<file path="src/rtl/ioc_pkg.sv">
// ---------------------------------------------------------------------------
// ioc_pkg
// Shared definitions for the IOC register bus master (ioc_bus_ctrl) and the
// IOC-addressed slave modules.
//   - opcode field positions: RW bit, module-index field, ioc field
//   - sequencer state encoding
//   - module index constants (sys_ctrl is module 0)
//   - small opcode decode helpers
// ---------------------------------------------------------------------------
package ioc_pkg;

    // Opcode byte layout: [7] = write(1)/read(0), [6:5] = module, [4:0] = ioc
    localparam int unsigned OP_RW_BIT = 7;
    localparam int unsigned OP_IDX_HI = 6;
    localparam int unsigned OP_IDX_LO = 5;
    localparam int unsigned OP_IOC_HI = 4;
    localparam int unsigned OP_IOC_LO = 0;

    // Module indices on the IOC bus
    localparam logic [1:0] MOD_SYS_CTRL = 2'd0;
    localparam logic [1:0] MOD_IDX_1    = 2'd1;
    localparam logic [1:0] MOD_IDX_2    = 2'd2;
    localparam logic [1:0] MOD_IDX_3    = 2'd3;

    // Sequencer states; each state names the bus activity visible on the
    // registered outputs during that cycle.
    typedef enum logic [2:0] {
        ST_IDLE  = 3'd0,
        ST_WDATA = 3'd1,
        ST_LOAD  = 3'd2,
        ST_FETCH = 3'd3,
        ST_CAPT  = 3'd4,
        ST_DONE  = 3'd5
    } ioc_state_e;

    function automatic logic op_is_write(input logic [7:0] op);
        return op[OP_RW_BIT];
    endfunction

    function automatic logic [1:0] op_idx(input logic [7:0] op);
        return op[OP_IDX_HI:OP_IDX_LO];
    endfunction

    function automatic logic [4:0] op_ioc(input logic [7:0] op);
        return op[OP_IOC_HI:OP_IOC_LO];
    endfunction

endpackage

</file>
<file path="src/rtl/ioc_bus_ctrl.sv">
// ---------------------------------------------------------------------------
// ioc_bus_ctrl
// Turns the SPI slave byte stream into single-cycle load/fetch transactions on
// the shared IOC register bus, and returns read data to the SPI side.
//
// Parameters:
//   NUM_MODULES    number of IOC slaves (1..4)
// Ports:
//   i_sys_clk      system clock
//   i_rst_b        asynchronous active-low reset
//   i_frame        SPI frame active (synchronous to i_sys_clk)
//   i_rx_valid     one-cycle strobe qualifying i_rx_byte
//   i_rx_byte      received byte (opcode, then write data)
//   o_tx_valid     one-cycle strobe qualifying o_tx_byte
//   o_tx_byte      read response byte
//   o_ioc          IOC register address to the slaves
//   o_data_out     write data to the slaves
//   o_cs           one-hot module select
//   o_fetch_cmd    read pulse
//   o_load_cmd     write pulse
//   i_rd_data      slave read buses, module k at [8k+7:8k]
//
// Build option: define IOC_BURST_EN to let a frame continue with further
// transfers at ioc+1 (wrapping 31 -> 0) instead of stopping after one.
// ---------------------------------------------------------------------------
module ioc_bus_ctrl
    import ioc_pkg::*;
#(
    parameter int NUM_MODULES = 4
) (
    input  logic                     i_sys_clk,
    input  logic                     i_rst_b,
    input  logic                     i_frame,
    input  logic                     i_rx_valid,
    input  logic [7:0]               i_rx_byte,
    output logic                     o_tx_valid,
    output logic [7:0]               o_tx_byte,
    output logic [4:0]               o_ioc,
    output logic [7:0]               o_data_out,
    output logic [NUM_MODULES-1:0]   o_cs,
    output logic                     o_fetch_cmd,
    output logic                     o_load_cmd,
    input  logic [8*NUM_MODULES-1:0] i_rd_data
);

    ioc_state_e             state_q;
    logic [1:0]             idx_q;
    logic [4:0]             ioc_q;
    logic [7:0]             data_q;
    logic [NUM_MODULES-1:0] cs_q;
    logic                   fetch_q;
    logic                   load_q;
    logic                   tx_valid_q;
    logic [7:0]             tx_byte_q;
`ifdef IOC_BURST_EN
    logic                   rw_q;
    logic                   burst_q;   // set once the first write of a frame is done
`endif

    logic [NUM_MODULES-1:0] cs_new_s;   // select decoded from an incoming opcode
    logic [NUM_MODULES-1:0] cs_cur_s;   // select decoded from the latched opcode
    logic [7:0]             rd_slice_s; // read byte of the latched module, 0 if absent

    // Module select decode and read-data mux; indices beyond NUM_MODULES match nothing
    always_comb begin
        cs_new_s   = '0;
        cs_cur_s   = '0;
        rd_slice_s = 8'h00;
        for (int k = 0; k < NUM_MODULES; k++) begin
            cs_new_s[k] = (op_idx(i_rx_byte) == 2'(k));
            cs_cur_s[k] = (idx_q == 2'(k));
            rd_slice_s  = (idx_q == 2'(k)) ? i_rd_data[8*k +: 8] : rd_slice_s;
        end
    end

    // Transaction sequencer with registered bus outputs
    always_ff @(posedge i_sys_clk or negedge i_rst_b) begin
        if (!i_rst_b) begin
            state_q    <= ST_IDLE;
            idx_q      <= 2'd0;
            ioc_q      <= 5'd0;
            data_q     <= 8'h00;
            cs_q       <= '0;
            fetch_q    <= 1'b0;
            load_q     <= 1'b0;
            tx_valid_q <= 1'b0;
            tx_byte_q  <= 8'h00;
`ifdef IOC_BURST_EN
            rw_q       <= 1'b0;
            burst_q    <= 1'b0;
`endif
        end else begin
            // Pulses last exactly one cycle unless re-armed below
            fetch_q    <= 1'b0;
            load_q     <= 1'b0;
            tx_valid_q <= 1'b0;
            case (state_q)
                ST_IDLE: begin
                    cs_q <= '0;
                    if (i_frame && i_rx_valid) begin
                        idx_q <= op_idx(i_rx_byte);
                        ioc_q <= op_ioc(i_rx_byte);
`ifdef IOC_BURST_EN
                        rw_q    <= op_is_write(i_rx_byte);
                        burst_q <= 1'b0;
`endif
                        if (op_is_write(i_rx_byte)) begin
                            state_q <= ST_WDATA;
                        end else begin
                            // Decode from the incoming byte so the fetch lands in N+1
                            state_q <= ST_FETCH;
                            fetch_q <= 1'b1;
                            cs_q    <= cs_new_s;
                        end
                    end else begin
                        state_q <= ST_IDLE;
                    end
                end
                ST_WDATA: begin
                    if (!i_frame) begin
                        state_q <= ST_IDLE;
                    end else if (i_rx_valid) begin
                        data_q  <= i_rx_byte;
                        load_q  <= 1'b1;
                        cs_q    <= cs_cur_s;
                        state_q <= ST_LOAD;
`ifdef IOC_BURST_EN
                        if (burst_q) begin
                            ioc_q <= ioc_q + 5'd1;
                        end else begin
                            ioc_q <= ioc_q;
                        end
`endif
                    end else begin
                        state_q <= ST_WDATA;
                    end
                end
                ST_LOAD: begin
                    cs_q <= '0;
                    if (!i_frame) begin
                        state_q <= ST_IDLE;
                    end else begin
`ifdef IOC_BURST_EN
                        state_q <= ST_WDATA;
                        burst_q <= 1'b1;
`else
                        state_q <= ST_DONE;
`endif
                    end
                end
                ST_FETCH: begin
                    // The fetch pulse already on the bus completes either way
                    if (!i_frame) begin
                        state_q <= ST_IDLE;
                        cs_q    <= '0;
                    end else begin
                        state_q <= ST_CAPT;
                    end
                end
                ST_CAPT: begin
                    // Slave data is valid now; the response is delivered even if
                    // the frame has just ended
                    tx_byte_q  <= rd_slice_s;
                    tx_valid_q <= 1'b1;
                    cs_q       <= '0;
                    state_q    <= i_frame ? ST_DONE : ST_IDLE;
                end
                ST_DONE: begin
                    cs_q <= '0;
                    if (!i_frame) begin
                        state_q <= ST_IDLE;
`ifdef IOC_BURST_EN
                    end else if (i_rx_valid && !rw_q) begin
                        // Read burst: any further byte fetches the next register
                        ioc_q   <= ioc_q + 5'd1;
                        fetch_q <= 1'b1;
                        cs_q    <= cs_cur_s;
                        state_q <= ST_FETCH;
`endif
                    end else begin
                        state_q <= ST_DONE;
                    end
                end
                default: begin
                    state_q <= ST_IDLE;
                    cs_q    <= '0;
                end
            endcase
        end
    end

    assign o_tx_valid  = tx_valid_q;
    assign o_tx_byte   = tx_byte_q;
    assign o_ioc       = ioc_q;
    assign o_data_out  = data_q;
    assign o_cs        = cs_q;
    assign o_fetch_cmd = fetch_q;
    assign o_load_cmd  = load_q;

endmodule

</file>
<file path="config.mk">
export PLATFORM = sky130hd
export DESIGN_NAME = ioc_bus_ctrl
export DESIGN_NICKNAME = d
export VERILOG_FILES = /design/src/rtl/ioc_pkg.sv /design/src/rtl/ioc_bus_ctrl.sv
export SDC_FILE = /design/constraint.sdc
export NUM_CORES = 1
export LEC_CHECK = 0
export BUFFER_PORTS_ARGS = -buffer_cell sky130_fd_sc_hd__buf_2
export CAP_MARGIN = 20
export CORE_ASPECT_RATIO = 0.75
export CORE_UTILIZATION = 42
export DETAILED_ROUTE_END_ITERATION = 8
export MAX_ROUTING_LAYER = met4
export PLACE_DENSITY = 0.78
export SYNTH_ARGS = -nofsm -noshare
export SYNTH_HDL_FRONTEND = slang
export SYNTH_SLANG_ARGS = --single-unit
</file>
<file path="constraint.sdc">
create_clock -name i_sys_clk -period 1.4 [get_ports i_sys_clk]
set_clock_uncertainty 0.05 [all_clocks]
set_input_delay 0.07 -clock i_sys_clk [delete_from_list [all_inputs] [get_ports i_sys_clk]]
set_output_delay 0.07 -clock i_sys_clk [all_outputs]
set_load 0.05 [all_outputs]
</file>
==> results of run 1 <==
==> where the power goes <==
| part | switching, uW | total (uW) | leakage [uW] | internal, uW |
|---|---|---|---|---|
| logic | 1620 | 2630 | 0.000768 | 1010 |
| registers | 244 | 1540 | 0.000406 | 1300 |
| clock network | 369 | 901 | 0.0000543 | 532 |
| total | 2230 | 5070 | 0.00123 | 2840 |
==> cell type report <==
type | count | area [sq um]
well taps | 52 | 65.1
flip-flops and latches | 33 | 830
clock inverters | 3 | 46.3
fillers | 281 | 1190
multi-input cells | 67 | 870
repair buffers | 99 | 607
clock buffers | 5 | 68.8
inverters | 2 | 7.51
==> sequential cells by signal (all words and copies together), names as in the netlist <==
signal	count
idx_q	2
o_cs	4
o_data_out	8
o_fetch_cmd	1
o_ioc	5
o_load_cmd	1
o_tx_byte	8
o_tx_valid	1
state_q	3
==> through the flow <==
stage | hold slack, ns | worst slack, ns | TNS, ns | area [sq um] | utilization, %
6_report | 0.0576 | -0.126 | -1.15 | 2490 | 67.7
5_1_grt | 0.0512 | -0.192 | -2.24 | 2490 | 67.7
4_1_cts | 0.0357 | -0.111 | -1.34 | 2390 | 65.0
3_5_place_dp | 0.119 | -0.218 | -3.22 | 2100 | 56.9
3_3_place_gp | 0.102 | -0.118 | -1.98 | 2100 | 56.9
2_1_floorplan | -0.276 | -0.0149 | -0.125 | 1630 | -
==> synthesized netlist by cell type, drive strengths merged, types with 2 or more instances <==
cell type / count / area (sq um)
nand2: 2 / 15.0
nor4b: 2 / 23.8
o22ai: 2 / 18.8
and4bb: 2 / 25.0
dfrtp: 33 / 826
a22oi: 2 / 15.0
inv: 2 / 7.51
o21ai: 2 / 10.0
mux4: 8 / 180
o2bb2ai: 2 / 17.5
or4b: 2 / 23.8
a22o: 2 / 17.5
mux2: 23 / 259
nor2: 3 / 11.3
buf: 5 / 46.3
==> path summary, 6_finish.rpt <==
path,cells past startpoint,slack (ns),to,start
min,2,0.06,state_q[0],i_frame
min in group asynchronous,2,0.33,o_tx_byte[2],i_rst_b
max reg2reg,4,-0.13,o_cs[2],state_q[1]
min reg2reg,1,0.46,o_tx_byte[5],o_tx_byte[5]
max,4,-0.13,o_cs[2],state_q[1]
max in group asynchronous,2,0.44,state_q[0],i_rst_b
==> timing repair <==
action | in CTS | in global routing
pin swaps | 6 | 7
cloned | 1 | 1
hold buffers | 7 | 0
endpoints found under the hold margin | 44 | 0
setup buffers | 5 | 2
endpoints found under the setup margin | 27 | 27
resized for setup | 16 | 18
==> worst max-delay path: stages (launching register included) <==
cell,delay [ns]
dfrtp_2,0.45
buf_6,0.14
or4b_4,0.52
o22ai_4,0.17
a22o_1,0.14
==> kinds of logic after synthesis <==
logic type / count (synthesis)
XOR/XNOR: 1
AND/OR/NAND/NOR: 20
buffers and inverters: 8
multiplexers: 31
flip-flops: 33
AO/OA/AOI/OAI: 14
==> per-layer routing <==
metal | global-route usage [%] | vias to the layer above | part of all wire (%)
met2 | 35.3 | 69 | 48
met3 | 5.43 | 4 | 7.5
li1 | - | 612 | -
met5 | - | - | 0
met1 | 27.0 | 658 | 43
met4 | 5.77 | 0 | 0.92
==> flow_summary_export.csv, run 1 <==
group,metric,value,unit
layout,finish.cell_count_without_fillers,261,
die,die_width,73.8,um
logic_synthesis,postSynthRegisterBits,33,
detailed_routing,finalWirelength,4230,um
logic_synthesis,synth-compound-area-share,6.86,%
critical_path,path_max_fanout,5,
run_status,failed_checks,"negative setup slack",
layout,nNetsFinal,252,
logic_synthesis,yosysUniqueCellTypes,36,
logic_synthesis,combinational_family_with_the_most_area_after_synthesis,"multiplexers",
critical_path,worst-endpoint-arrival,1.70,ns
critical_path,end_kind,"flop",
logic_synthesis,synth_fp_nets,151,
logic_synthesis,post_synth_inst_count,107,
logic_synthesis,synth.mux.area_fraction,27.0,%
critical_path,criticalPathCategory,"reg2reg",
clocking,tritoncts,"done",
timing,fmax,655,MHz
die,die_area,0.00412,sq mm
logic_synthesis,xor_xnor_share_of_the_synthesized_area,0.539,%
timing,period_share,109,%
power,p_total,5070,uW
run_status,status,"complete, but fails checks",
die,pin_count,72,
die,fp-row-count,19,
timing,grt_setup_unrepaired,"yes",
timing,post-route-min-period,1.53,ns
timing,tightest_slew,0.756,ns
grt,grt_first_pass_wirelength,6400,um
placed_design,globalplace.congestion,0.829,
layout,final_common_cell,"buf_2",
grt,grt-ovfl-total,0,
clocking,cts_root_buffer,"clkbuf_8",
clocking,max-clock-path-buffers,2,
layout,area_delta_synth_final,53.5,%
logic_synthesis,synth_async_sr_flop_share,100,%
layout,layout.cells.most_common_list,"buf_2 (71), dfrtp_1 (30), buf_4 (15)",
placed_design,placedCellCount,237,
logic_synthesis,syn-cell-area,0.00162,sq mm
clocking,clock_latency,0.29,ns
placed_design,placement.io_buffers,71,
detailed_routing,avgViaCountPerCell,5.15,
die,initial_utilization,44.1,%
timing,max_transition_margin,49.6,%
logic_synthesis,post_synth_edffs,0,
detailed_routing,drtAntennaViolNets,0,
logic_synthesis,ys_dominant_reg_cell,"dfrtp_1",
run,drv.max_cap_violation_count,0,
logic_synthesis,synth-warning-count,0,
die,die_h,55.9,um
detailed_routing,drc_violation_total_after_the_first_tritonroute_iteration,47,
grt,grt_start_max_net_pins,34,
placed_design,hpwl,2740,um
grt,globalRouteTotalUtil,21.7,%
power,power_leakage,0.00123,uW
detailed_routing,route.detailed.drc,0,
detailed_routing,wire_per_inst,16.2,um
clocking,cts_made_buffers,5,
critical_path,worstPathRequired,1.58,ns
hold_path,hold_path_class,"in2reg",
power,vdd_ir_drop_max,1.55,mV
timing,timing.final.ws_setup,-0.126,ns
clocking,clock_sinks,33,
die,fp.coreArea,0.00368,sq mm
layout,diodes,0,
clocking,cts.reportedPaths.clkPinSlew,0.07,ns
logic_synthesis,synth_simple_gate_area_share,10.6,%
critical_path,crit_path_start_kind,"flop",
timing,slew_violations,0,
timing,hold_fails_final_rpt,0,
detailed_routing,drt_pass1_iterations,4,
grt,antenna_found_initial,0,
detailed_routing,dr_total_vias,1343,
timing,report.final.setup_viol,25,
logic_synthesis,yosys.area_share.adder,0,%
logic_synthesis,yosysSeqAreaShare,50.8,%
clocking,cts.htree.levels,2,
layout,fraction_of_layout_cells_with_a_size_suffix_above_1,71.8,%
power,pwr_density,2030,mW/mm^2
logic_synthesis,post_synth.cell_area_avg,15.2,sq um
grt,vias_in_the_first_global_route,1385,
(Power assumes the default switching activity.)
==> run 2: changes to the inputs <==
--- a/config.mk
+++ b/config.mk
@@ -10,7 +10,6 @@
 export CORE_ASPECT_RATIO = 0.75
 export CORE_UTILIZATION = 42
 export DETAILED_ROUTE_END_ITERATION = 8
-export MAX_ROUTING_LAYER = met4
 export PLACE_DENSITY = 0.78
 export SYNTH_ARGS = -nofsm -noshare
 export SYNTH_HDL_FRONTEND = slang
==> flow_summary_export.csv, run 2 (synthesized netlist as in run 1, its figures left out) <==
group,metric,value,unit
run_status,status,"complete, but fails checks",
run_status,failed_checks,"negative setup slack",
grt,grt_first_pass_wirelength,6390,um
detailed_routing,avgViaCountPerCell,5.11,
critical_path,worst-endpoint-arrival,1.70,ns
grt,antenna_found_initial,0,
die,initial_utilization,44.1,%
detailed_routing,drc_violation_total_after_the_first_tritonroute_iteration,48,
layout,area_delta_synth_final,53.5,%
critical_path,r2r-start,"state_q[1]",
layout,nFillCells,281,
timing,post-route-min-period,1.53,ns
timing,fmax,655,MHz
power,pwr_density,2030,mW/mm^2
timing,hold_fails_final_rpt,0,
timing,grt_setup_unrepaired,"yes",
grt,vias_in_the_first_global_route,1394,
detailed_routing,dr_total_vias,1335,
placed_design,dpl-instance-area,0.00210,sq mm
power,combPwrFrac,51.9,%
critical_path,r2r_end,"o_cs[2]",
timing,tightest_slew,0.756,ns
die,fp-row-count,19,
placed_design,placement.io_buffers,71,
layout,final_cell_area,0.00249,sq mm
run,drv.max_cap_violation_count,0,
critical_path,worst_setup_path_endpoint,"o_cs[2]",
power,swShare,44.0,%
hold_path,hold_start,"i_frame",
layout,layout.cells.most_common_list,"buf_2 (71), dfrtp_1 (30), buf_4 (15)",
power,power_frac_seq,30.3,%
die,die_area,0.00412,sq mm
timing,report.final.setup_viol,26,
timing,tns,-1.17,ns
placed_design,preCtsSetupSlack,-0.218,ns
clocking,cts.htree.levels,2,
detailed_routing,drt_pass1_iterations,4,
power,clockPowerShare,17.8,%
grt,grt-ovfl-total,0,
layout,fraction_of_layout_cells_with_a_size_suffix_above_1,71.8,%
critical_path,reg2reg_setup_slack,-0.13,ns
clocking,clock_sinks,33,
timing,slew_violations,0,
critical_path,startpoint,"state_q[1]",
die,die_width,73.8,um
power,vdd_ir_drop_max,1.55,mV
critical_path,ff2ff_path_depth,4,
critical_path,path_max_fanout,5,
clocking,cts_root_buffer,"clkbuf_8",
placed_design,globalplace.congestion,0.817,
clocking,cts_made_buffers,5,
layout,diodes,0,
die,pin_count,72,
critical_path,worstPathRequired,1.58,ns
clocking,clock_latency,0.29,ns
detailed_routing,finalWirelength,4230,um
power,intPower,2840,uW
clocking,tritoncts,"done",
die,fp.coreArea,0.00368,sq mm
clocking,cts.reportedPaths.clkPinSlew,0.07,ns
grt,grt_start_max_net_pins,34,
die,die_h,55.9,um
clocking,max-clock-path-buffers,2,
grt,globalRouteTotalUtil,21.0,%
layout,final_common_cell,"buf_2",
power,power_leakage,0.00123,uW
power,total_switching_power,2230,uW
detailed_routing,drtAntennaViolNets,0,
timing,timing.final.ws_setup,-0.127,ns
hold_path,hold_path_class,"in2reg",
timing,hold_ws,0.0575,ns
detailed_routing,route.detailed.drc,0,
timing,period_share,109,%
critical_path,end_kind,"flop",
layout,nNetsFinal,252,
power,p_total,5070,uW
placed_design,hpwl,2740,um
critical_path,crit_path_start_kind,"flop",
detailed_routing,wire_per_inst,16.2,um
critical_path,criticalPathCategory,"reg2reg",
timing,max_transition_margin,49.6,%
[run 2: cell counts in the layout (fill, tap and decap cells not counted)]
Identical to the previous run, type by type.
[run 2: power groups by stage]
stage,logic (uW),clock network [uW],registers [uW]
global route,2750,970,1580
CTS,2520,925,1520
finish,2630,902,1540
global placement,2350,0,1500
floorplan,746,0,2570
detailed placement,2390,0,1530
[run 2: how the worst min path moves through the flow]
stage | to | slack (ns) | cells past startpoint
after floorplan | idx_q[0] | -0.28 | 0
after CTS | idx_q[0] | 0.04 | 2
after global routing | o_data_out[6] | 0.05 | 2
after global placement | o_tx_byte[2] | 0.10 | 1
final | state_q[0] | 0.06 | 2
after detailed placement | o_tx_byte[2] | 0.12 | 1
[run 2: layout make-up]
type	instances	area (sq um)	area share, %
Sequential cell	33	830	33.3
Timing Repair Buffer	99	607	24.3
Tap cell	52	65.1	2.61
Inverter	2	7.51	0.301
Clock inverter	3	46.3	1.86
Multi-Input combinational cell	67	870	34.9
Clock buffer	5	68.8	2.76
[run 2: timing repair]
item,CTS,global route
hold buffers,7,0
setup buffers,5,2
hold endpoints to repair,44,0
resized for setup,16,18
gates cloned,1,1
pin swaps,6,7
endpoints found under the setup margin,27,27
[run 2: per-layer routing]
layer | track usage [%] | routed length [um] | share of wire, % | vias up
li1 | - | - | - | 613
met1 | 25.9 | 1830 | 43 | 654
met2 | 35.5 | 2040 | 48 | 64
met3 | 6.52 | 309 | 7.3 | 4
met4 | 5.77 | 39 | 0.92 | 0
met5 | 0 | 0 | 0 | -
[run 2: critical path, cell delays in order, from the launching register on]
cell and delay (ns):
dfrtp_2 0.45, buf_6 0.14, or4b_4 0.52, o22ai_4 0.17
a22o_1 0.14
[run 2: through the flow]
stage / utilization [%] / cells
floorplan: - / 107
global placement: 56.9 / 237
detailed placement: 56.9 / 237
CTS: 65.0 / 258
global route: 67.7 / 261
finish: 67.7 / 261
==> run 3: changes to the inputs <==
--- a/config.mk
+++ b/config.mk
@@ -5,12 +5,13 @@
 export SDC_FILE = /design/constraint.sdc
 export NUM_CORES = 1
 export LEC_CHECK = 0
+export ABC_AREA = 1
 export BUFFER_PORTS_ARGS = -buffer_cell sky130_fd_sc_hd__buf_2
-export CAP_MARGIN = 20
+export CAP_MARGIN = 30
 export CORE_ASPECT_RATIO = 0.75
-export CORE_UTILIZATION = 42
+export CORE_UTILIZATION = 45
 export DETAILED_ROUTE_END_ITERATION = 8
-export PLACE_DENSITY = 0.78
+export PLACE_DENSITY = 0.79
 export SYNTH_ARGS = -nofsm -noshare
 export SYNTH_HDL_FRONTEND = slang
 export SYNTH_SLANG_ARGS = --single-unit
==> constraint.sdc (replaced) <==
create_clock -name i_sys_clk -period 1.58 [get_ports i_sys_clk]
set_clock_uncertainty 0.05 [all_clocks]
set_input_delay 0.079 -clock i_sys_clk [delete_from_list [all_inputs] [get_ports i_sys_clk]]
set_output_delay 0.079 -clock i_sys_clk [all_outputs]
set_load 0.05 [all_outputs]
==> flow_summary_export.csv, run 3 <==
group,metric,value,unit
run_status,status,"finished clean",
logic_synthesis,yosysUniqueCellTypes,19,
logic_synthesis,post_synth.cell_area_avg,7.90,sq um
logic_synthesis,postSynthRegisterBits,33,
detailed_routing,finalWirelength,3720,um
logic_synthesis,synth_fp_nets,255,
logic_synthesis,ys_dominant_reg_cell,"dfrtp_1",
clocking,clock_latency,0.28,ns
critical_path,path_max_fanout,5,
logic_synthesis,post_synth_edffs,0,
critical_path,slowest_delay,0.45,ns
logic_synthesis,yosysSeqAreaShare,49.5,%
layout,layout.cells.most_common_list,"nand2_1 (83), buf_2 (71), dfrtp_1 (33)",
timing,fmax,753,MHz
clocking,max-clock-path-buffers,2,
placed_design,hpwl,2850,um
timing,tightest_slew,0.716,ns
layout,area_delta_synth_final,30.4,%
clocking,cts_root_buffer,"clkbuf_8",
critical_path,critical_path.top_delay_family,"flip-flops",
power,p_total,4730,uW
layout,nFillCells,313,
clocking,tritoncts,"done",
detailed_routing,avgViaCountPerCell,4.51,
grt,vias_in_the_first_global_route,1363,
clocking,post_cts.resized_instances,0,
critical_path,timing.critical_path.mode_cell,"nand2_1",
timing,tns,0,ns
die,fp.coreArea,0.00340,sq mm
logic_synthesis,synth_async_sr_flop_share,100,%
run,drv.max_cap_violation_count,0,
hold_path,timing.hold.worst_path_depth,3,
logic_synthesis,post_synth_inst_count,211,
timing,post-route-min-period,1.33,ns
critical_path,criticalPathCategory,"reg2reg",
detailed_routing,dr_total_vias,1529,
power,clockPowerShare,14.5,%
critical_path,r2r_end,"o_cs[2]",
logic_synthesis,fraction_of_synthesized_cell_area_taken_by_the_top_area_cell_type,49.5,%
detailed_routing,wire_per_inst,11.0,um
die,fp-row-count,18,
detailed_routing,drt_pass1_iterations,4,
layout,finish.cell_count_without_fillers,339,
logic_synthesis,synthDominantAreaCellType,"dfrtp_1",
power,power_frac_seq,30.6,%
clocking,clock_sinks,33,
critical_path,ff2ff_path_depth,6,
clocking,cts.reportedPaths.clkPinSlew,0.07,ns
grt,antenna_found_initial,0,
critical_path,worstPathRequired,1.71,ns
power,vdd_ir_drop_max,1.07,mV
timing,max_transition_margin,52.3,%
layout,nNetsFinal,332,
critical_path,critical-path-slowest-cell,"dfrtp_1",
die,pin_count,72,
layout,fraction_of_layout_cells_with_a_size_suffix_above_1,37.7,%
timing,hold_fails_final_rpt,0,
die,initial_utilization,49.0,%
placed_design,globalplace.congestion,0.846,
critical_path,reg2reg_setup_slack,0.25,ns
hold_path,hold_path_class,"in2reg",
logic_synthesis,yosys-top-cells-count,"nand2_1 (83), dfrtp_1 (33), nor2_1 (26), inv_1 (16), o21ai_2 (14)",
detailed_routing,route.detailed.drc,0,
power,swShare,52.6,%
power,total_switching_power,2490,uW
power,intPower,2240,uW
power,power_leakage,0.00123,uW
logic_synthesis,synth-warning-count,0,
timing,grt_setup_unrepaired,"no",
placed_design,placement.io_buffers,71,
clocking,cts.htree.levels,2,
placed_design,placedCellCount,330,
hold_path,min_to,"idx_q[0]",
critical_path,worst-endpoint-arrival,1.45,ns
grt,grt_first_pass_wirelength,5830,um
critical_path,crit_path_start_kind,"flop",
die,die_h,54.7,um
critical_path,end_kind,"flop",
layout,final_common_cell,"nand2_1",
die,die_area,0.00396,sq mm
power,pwr_density,2180,mW/mm^2
grt,globalRouteTotalUtil,19.9,%
die,die_width,72.3,um
hold_path,hold_start,"i_rx_byte[5]",
timing,period_share,84.1,%
critical_path,critical_path_cell_by_cell,"nor2_2 > nand2_2 > o21ai_2 > inv_2 > nand2_1 > nand2_1",
critical_path,r2r-start,"state_q[1]",
power,combPwrFrac,55.0,%
layout,diodes,0,
timing,report.final.setup_viol,0,
timing,slew_violations,0,
grt,grt-ovfl-total,0,
critical_path,count_of_buffer_and_inverter_cells_on_the_critical_path,1,
logic_synthesis,syn-cell-area,0.00167,sq mm
detailed_routing,drc_violation_total_after_the_first_tritonroute_iteration,80,
logic_synthesis,post_synth_main_area_contributors,"dfrtp_1 (50%), nand2_1 (19%), o21ai_2 (7.4%), nor2_1 (5.9%), nand3_1 (3.9%)",
grt,grt_start_max_net_pins,34,
logic_synthesis,synth_most_common_cell,"nand2_1",
clocking,cts_made_buffers,5,
detailed_routing,drtAntennaViolNets,0,
## run 3: power groups by stage
stage / combinational, uW / sequential [uW] / clock (uW)
2_1_floorplan: 956 / 2510 / 0
3_3_place_gp: 2580 / 1450 / 0
6_report: 2600 / 1450 / 685
5_1_grt: 2810 / 1500 / 750
4_1_cts: 2630 / 1450 / 705
3_5_place_dp: 2620 / 1460 / 0
## run 3: final cells by class
type	instances	area, sq um	area share, %
Sequential cell	33	826	38.0
Timing Repair Buffer	73	373	17.1
Multi-Input combinational cell	153	727	33.4
Clock buffer	7	96.3	4.43
Clock inverter	1	5.00	0.230
Tap cell	50	62.6	2.88
Inverter	22	85.1	3.91
## run 3: what timing repair did
| item | CTS | global route |
|---|---|---|
| endpoints found under the hold margin | 33 | 0 |
| setup buffers | 0 | 0 |
| hold buffers | 1 | 0 |
## run 3: kinds of logic (layout without fill, tap and decap cells)
kind of cell,count (synthesis),in the layout,share of synthesized area (%)
AOI/OAI and AO/OA,19,19,8.85
DFF,33,33,49.5
and+or+nand+nor,134,134,34.7
buffers and inverters,25,103,6.90
## run 3: worst max-delay path by stage
stage,startpoint,depth (start not counted),slack [ns],to
3_5_place_dp,state_q[1],6,0.26,o_cs[2]
5_1_grt,state_q[1],5,0.15,o_tx_byte[0]
6_report,state_q[1],6,0.25,o_cs[2]
2_1_floorplan,state_q[1],7,0.35,o_ioc[0]
3_3_place_gp,idx_q[0],5,0.29,o_tx_byte[5]
4_1_cts,state_q[1],5,0.24,o_tx_byte[0]
## run 3: layer usage
metal  share of wire [%]  track usage (%)
met3                 4.5             5.16
met4                0.91             8.17
met2                  48             34.0
met1                  47             24.6
met5                   0                0
## run 3: worst min-delay path, delay by kind of cell
family / cells / cell delay, ns
AOI/OAI and AO/OA: 1 / 0.06
and+or+nand+nor: 1 / 0.05
buffers and inverters: 1 / 0.11
## run 3: metrics by stage
step                      setup slack [ns]  hold slack (ns)  utilization (%)  area (sq um)
after global routing                 0.148           0.0231             63.9          2170
after CTS                            0.241         0.000341             63.9          2170
after floorplan                      0.351           -0.267                -          1670
after global placement               0.293            0.127             60.7          2060
after detailed placement             0.260            0.127             60.7          2060
final                                0.252          0.00867             63.9          2170
